[src/rtl/id_ex_stage.sv]
// id_ex_stage: decode-to-execute pipeline register for the 5-stage RV32I core.
// Captures D-stage operands and control every cycle, drains to a bubble on
// stall or flush, and builds the forwarded ALU operands and store data.
// Optional build macro: ID_EX_PERF_CNT_EN adds bubble_stall_cnt and
// bubble_flush_cnt saturating bubble counters.
module id_ex_stage #(
  parameter int XLEN       = 32,
  parameter int ALU_CTRL_W = 4
) (
  input  logic                  clk,
  input  logic                  rst,
  input  logic                  stall,
  input  logic                  flush,
  input  logic                  valid_d,
  input  logic [XLEN-1:0]       pc_d,
  input  logic [XLEN-1:0]       rd1_d,
  input  logic [XLEN-1:0]       rd2_d,
  input  logic [XLEN-1:0]       imm_d,
  input  logic [4:0]            rs1_d,
  input  logic [4:0]            rs2_d,
  input  logic [4:0]            rd_d,
  input  logic                  reg_write_d,
  input  logic                  mem_read_d,
  input  logic                  mem_write_d,
  input  logic                  branch_d,
  input  logic                  jump_d,
  input  logic                  alu_src_d,
  input  logic [1:0]            result_src_d,
  input  logic [ALU_CTRL_W-1:0] alu_ctrl_d,
  input  logic [1:0]            forward_a_e,
  input  logic [1:0]            forward_b_e,
  input  logic [XLEN-1:0]       alu_result_m,
  input  logic [XLEN-1:0]       result_w,
  output logic                  valid_e,
  output logic [XLEN-1:0]       pc_e,
  output logic [XLEN-1:0]       imm_e,
  output logic [4:0]            rs1_e,
  output logic [4:0]            rs2_e,
  output logic [4:0]            rd_e,
  output logic                  reg_write_e,
  output logic                  mem_read_e,
  output logic                  mem_write_e,
  output logic                  branch_e,
  output logic                  jump_e,
  output logic [1:0]            result_src_e,
  output logic [ALU_CTRL_W-1:0] alu_ctrl_e,
  output logic [XLEN-1:0]       src_a_e,
  output logic [XLEN-1:0]       src_b_e,
  output logic [XLEN-1:0]       write_data_e
`ifdef ID_EX_PERF_CNT_EN
  ,
  output logic [31:0]           bubble_stall_cnt,
  output logic [31:0]           bubble_flush_cnt
`endif
);

  typedef struct packed {
    logic                  valid;
    logic [XLEN-1:0]       pc;
    logic [XLEN-1:0]       rd1;
    logic [XLEN-1:0]       rd2;
    logic [XLEN-1:0]       imm;
    logic [4:0]            rs1;
    logic [4:0]            rs2;
    logic [4:0]            rd;
    logic                  reg_write;
    logic                  mem_read;
    logic                  mem_write;
    logic                  branch;
    logic                  jump;
    logic                  alu_src;
    logic [1:0]            result_src;
    logic [ALU_CTRL_W-1:0] alu_ctrl;
  } stage_t;

  stage_t stage_q;
  stage_t stage_d;

  logic [XLEN-1:0] fwd_a;
  logic [XLEN-1:0] fwd_b;

  // Next stage contents: copy D fields, or an all-zero bubble on stall/flush
  always_comb begin
    stage_d = '0;
    if (!(stall || flush)) begin
      stage_d.valid      = valid_d;
      stage_d.pc         = pc_d;
      stage_d.rd1        = rd1_d;
      stage_d.rd2        = rd2_d;
      stage_d.imm        = imm_d;
      stage_d.rs1        = rs1_d;
      stage_d.rs2        = rs2_d;
      stage_d.rd         = rd_d;
      stage_d.reg_write  = reg_write_d;
      stage_d.mem_read   = mem_read_d;
      stage_d.mem_write  = mem_write_d;
      stage_d.branch     = branch_d;
      stage_d.jump       = jump_d;
      stage_d.alu_src    = alu_src_d;
      stage_d.result_src = result_src_d;
      stage_d.alu_ctrl   = alu_ctrl_d;
    end
  end

  // Pipeline register; reset clears everything so E looks like a bubble
  always_ff @(posedge clk) begin
    if (rst) stage_q <= '0;
    else     stage_q <= stage_d;
  end

  // Forwarding muxes; the reserved select 11 falls back to the register value
  always_comb begin
    fwd_a = stage_q.rd1;
    fwd_b = stage_q.rd2;
    case (forward_a_e)
      2'b01:   fwd_a = result_w;
      2'b10:   fwd_a = alu_result_m;
      default: fwd_a = stage_q.rd1;
    endcase
    case (forward_b_e)
      2'b01:   fwd_b = result_w;
      2'b10:   fwd_b = alu_result_m;
      default: fwd_b = stage_q.rd2;
    endcase
  end

  assign src_a_e      = fwd_a;
  assign write_data_e = fwd_b;
  assign src_b_e      = stage_q.alu_src ? stage_q.imm : fwd_b;

  assign valid_e      = stage_q.valid;
  assign pc_e         = stage_q.pc;
  assign imm_e        = stage_q.imm;
  assign rs1_e        = stage_q.rs1;
  assign rs2_e        = stage_q.rs2;
  assign rd_e         = stage_q.rd;
  assign reg_write_e  = stage_q.reg_write;
  assign mem_read_e   = stage_q.mem_read;
  assign mem_write_e  = stage_q.mem_write;
  assign branch_e     = stage_q.branch;
  assign jump_e       = stage_q.jump;
  assign result_src_e = stage_q.result_src;
  assign alu_ctrl_e   = stage_q.alu_ctrl;

`ifdef ID_EX_PERF_CNT_EN
  logic [31:0] stall_cnt_q, stall_cnt_d;
  logic [31:0] flush_cnt_q, flush_cnt_d;

  // Saturating bubble counters; a flush wins the attribution when both are set
  always_comb begin
    stall_cnt_d = stall_cnt_q;
    flush_cnt_d = flush_cnt_q;
    if (flush && (flush_cnt_q != 32'hFFFF_FFFF))
      flush_cnt_d = flush_cnt_q + 32'd1;
    if (stall && !flush && (stall_cnt_q != 32'hFFFF_FFFF))
      stall_cnt_d = stall_cnt_q + 32'd1;
  end

  // Counter registers, cleared by reset
  always_ff @(posedge clk) begin
    if (rst) begin
      stall_cnt_q <= '0;
      flush_cnt_q <= '0;
    end else begin
      stall_cnt_q <= stall_cnt_d;
      flush_cnt_q <= flush_cnt_d;
    end
  end

  assign bubble_stall_cnt = stall_cnt_q;
  assign bubble_flush_cnt = flush_cnt_q;
`endif

endmodule
[config.mk]
export PLATFORM = sky130hd
export DESIGN_NAME = id_ex_stage
export DESIGN_NICKNAME = d
export VERILOG_FILES = /design/src/rtl/id_ex_stage.sv
export SDC_FILE = /design/constraint.sdc
export NUM_CORES = 1
export LEC_CHECK = 0
export CAP_MARGIN = 40
export CORE_AREA = 3 3 162 164
export CTS_BUF_LIST = sky130_fd_sc_hd__clkbuf_8
export CTS_CLUSTER_SIZE = 14
export DETAILED_ROUTE_END_ITERATION = 7
export DIE_AREA = 0 0 165 167
export DONT_BUFFER_PORTS = 1
export SYNTH_ARGS = -nofsm -noshare
export SYNTH_HDL_FRONTEND = slang
export SYNTH_SLANG_ARGS = --single-unit
[constraint.sdc]
create_clock -name clk -period 1.4 [get_ports clk]
set_input_delay 0.14 -clock clk [delete_from_list [all_inputs] [get_ports clk]]
set_output_delay 0.14 -clock clk [all_outputs]
set_load 0.03 [all_outputs]
==> impl_metrics.csv <==
group,metric,value,unit
critical_path,critical_path_class,"reg2out",
clocking,cts.clk_slew.worst_paths,130,ps
yosys,ys_types,16,
timing,slew_violations,0,
critical_path,critical_path.endpoint,"src_b_e[16]",
timing,whs,62.85,ps
pwr,cellPowerDensity,1058,nW/µm²
timing,min_period,1672,ps
die,die_h,167,µm
detailed_routing,vias,5857,
timing,setup_violations,35,
place,io_buffer_count,0,
yosys,synth_common_cells,"and2_1 (156), dfxtp_1 (156), buf_4 (91)",
hold_path,min_path_type,"in2reg",
final_layout,syn_to_final_growth,70.49,%
final_layout,num_antenna_cells,0,
final_layout,stdcell_count,1273,
grt,track_usage,17.50,%
critical_path,setup.worst_path.start,"stage_q[6]",
pwr,ir_drop,560.2,µV
detailed_routing,drc,0,
die,row_count,58,
yosys,synthTopCellsByArea,"dfxtp_1 (48%), and2_1 (15%), buf_4 (10%)",
timing,min_period_over_period,119.4,%
clocking,cts_tree,"built",
pwr,leakage,0.004520,µW
clocking,cts_buffers,17,
critical_path,path_common_cell,"buf_12",
yosys,ys_ff_latch,156,
yosys,synth_edf_count,0,
grt,antenna_found_initial,0,
critical_path,max_stage_delay,410,ps
final_layout,drive_gt1_share,38.28,%
yosys,yosys_warnings,0,
outcome,violations,"negative setup slack",
die,start_util,26.11,%
pwr,clkPwrFrac,29.9,%
yosys,syn_inst,712,
yosys,seq_area_frac_synth,47.77,%
grt,grt_pass1_wl,36640,µm
critical_path,cp.required,1260,ps
pwr,intPower,7651,µW
timing,report.final.hold_viol_count,0,
pwr,power_switching,4140,µW
pwr,p_seq_share,40.0,%
pwr,power,11790,µW
detailed_routing,viasPerCell,4.601,
yosys,synthFlopType,"dfxtp_1",
final_layout,nNetsFinal,1162,
final_layout,fin_area,11150,µm²
critical_path,cp-start-kind,"flop",
timing,fin_setup_tns,-6981,ps
timing,worst_pin_slew,465.0,ps
clocking,clock-sinks,156,
detailed_routing,drtAntennaViolNets,0,
yosys,synth_area_leader_cell,"dfxtp_1",
place,dp_hpwl,17600,µm
grt,grt_pass1_vias,6149,
die,fp.dieW,165,µm
critical_path,cp_slowest_cell,"dfxtp_4",
place,place.gp.congestion,0.8094,
detailed_routing,first_iter_violations,259,
critical_path,arrival,1530,ps
yosys,async_reset_ff_share,0,%
yosys,netlist_area,6538,µm²
clocking,cts-root-buf,"clkbuf_8",
die,io_pins,415,
die,core,25040,µm²
pwr,swShare,35.11,%
detailed_routing,drt_pass1_iterations,4,
timing,grt_setup_unrepaired,"yes",
detailed_routing,routed_wl,26370,µm
grt,grt_start_max_net_pins,69,
timing,max_freq,598.1,MHz
critical_path,path_depth,4,
critical_path,path_buf_inv,2,
critical_path,path_delay_family,"flip-flops",
timing,fin_ws,-272.1,ps
critical_path,cp-end-kind,"output pin",
run,cap_viol_max_count,0,
yosys,synth_nets,944,
place,placed_cell_area,8479,µm²
grt,grt_overflow,0,
critical_path,crit_chain,"buf_12 -> nand2_1 -> o31ai_4 -> buf_12",
clocking,htree_levels,4,
place,dp_cells,1078,
clocking,clockBufferDepth,2,
die,fp.dieArea,27560,µm²
timing,relSlewSlack,69.00,%
pwr,power_frac_comb,30.1,%
critical_path,path_max_fanout,25,
detailed_routing,wire_per_inst,20.71,µm
yosys,synth_top_area_share,47.77,%
outcome,status,"finished, violations left",
yosys,syn_area_per_cell,9.182,µm²
-- power groups by stage --
stage	clock network [µW]	logic (µW)	registers, µW
floorplan	0	1960	4700
global placement	0	2760	4810
detailed placement	0	2800	4810
CTS	3730	3260	4710
global route	3890	3730	4730
finish	3530	3550	4710
-- cell usage in the layout (no fill, tap or decap), types with 16 or more instances in the layout --
cell type and count:
and2_1 156, dlygate4sd3_1 156, dfxtp_1 143, buf_4 96, nand2_1 52, buf_6 52, a22oi_1 32, o31ai_4 32
nor2_2 26, o21ai_0 25, buf_12 25, nor2b_4 22, clkbuf_8 17, a221oi_4 16
-- worst min-delay path by stage --
| stage | startpoint | endpoint | slack [ps] | cells after the start |
|---|---|---|---|---|
| after floorplan | alu_ctrl_d[0] | alu_ctrl_e[0] | 260 | 1 |
| after global placement | imm_d[13] | imm_e[13] | 260 | 1 |
| after detailed placement | rd1_d[5] | stage_q[96] | 260 | 1 |
| after CTS | rst | pc_e[27] | 40 | 3 |
| after global routing | rst | pc_e[27] | 60 | 3 |
| final | rst | pc_e[27] | 60 | 3 |
-- state kept, by name (all words and copies together), names as in the netlist --
| register | flops |
|---|---|
| rd_e | 5 |
| pc_e | 32 |
| reg_write_e | 1 |
| stage_q | 65 |
| alu_ctrl_e | 4 |
| rs2_e | 5 |
| branch_e | 1 |
| imm_e | 32 |
| mem_read_e | 1 |
| mem_write_e | 1 |
| result_src_e | 2 |
| rs1_e | 5 |
| valid_e | 1 |
| jump_e | 1 |
-- worst min-delay path, cell delays in order --
cell and delay [ps]:
nor3_4 20, buf_12 160, and2_1 180
-- cells by family after synthesis --
family,after synthesis,share of synthesized area [%]
fa+ha+maj,4,0.7656
compound gates,128,14.09
buf+inv,139,13.72
simple gates,285,23.66
flops,156,47.77
-- stage by stage --
stage	worst slack, ps	utilization (%)
6_report	-272.1	44.52
2_1_floorplan	-206.7	-
4_1_cts	-326.4	42.54
3_3_place_gp	-64.14	33.87
5_1_grt	-359.2	44.52
3_5_place_dp	-94.44	33.87
-- final cells by class --
| cell class | instances | area (µm²) |
|---|---|---|
| Fill cell | 2258 | 13890 |
| Timing Repair Buffer | 334 | 3483 |
| Clock inverter | 15 | 172.7 |
| Multi-Input combinational cell | 417 | 3679 |
| Clock buffer | 17 | 234.0 |
| Sequential cell | 156 | 3142 |
| Tap cell | 330 | 412.9 |
| Inverter | 4 | 22.52 |
-- layer usage --
layer	routed length [µm]	vias to the layer above	global-route usage, %
li1	-	2727	-
met1	9758	2779	19.63
met2	13750	317	31.02
met3	2356	34	6.095
met4	497	0	4.996
met5	0	-	0
-- what timing repair did --
action | CTS | global route
buffers inserted | 0 | 2
hold endpoints to repair | 156 | 0
setup endpoints to repair | 50 | 57
hold buffers | 156 | 0
cloned | 0 | 5
pin swaps | 1 | 11
gates resized for setup | 60 | 68
Power figures use the tool's default switching activity.
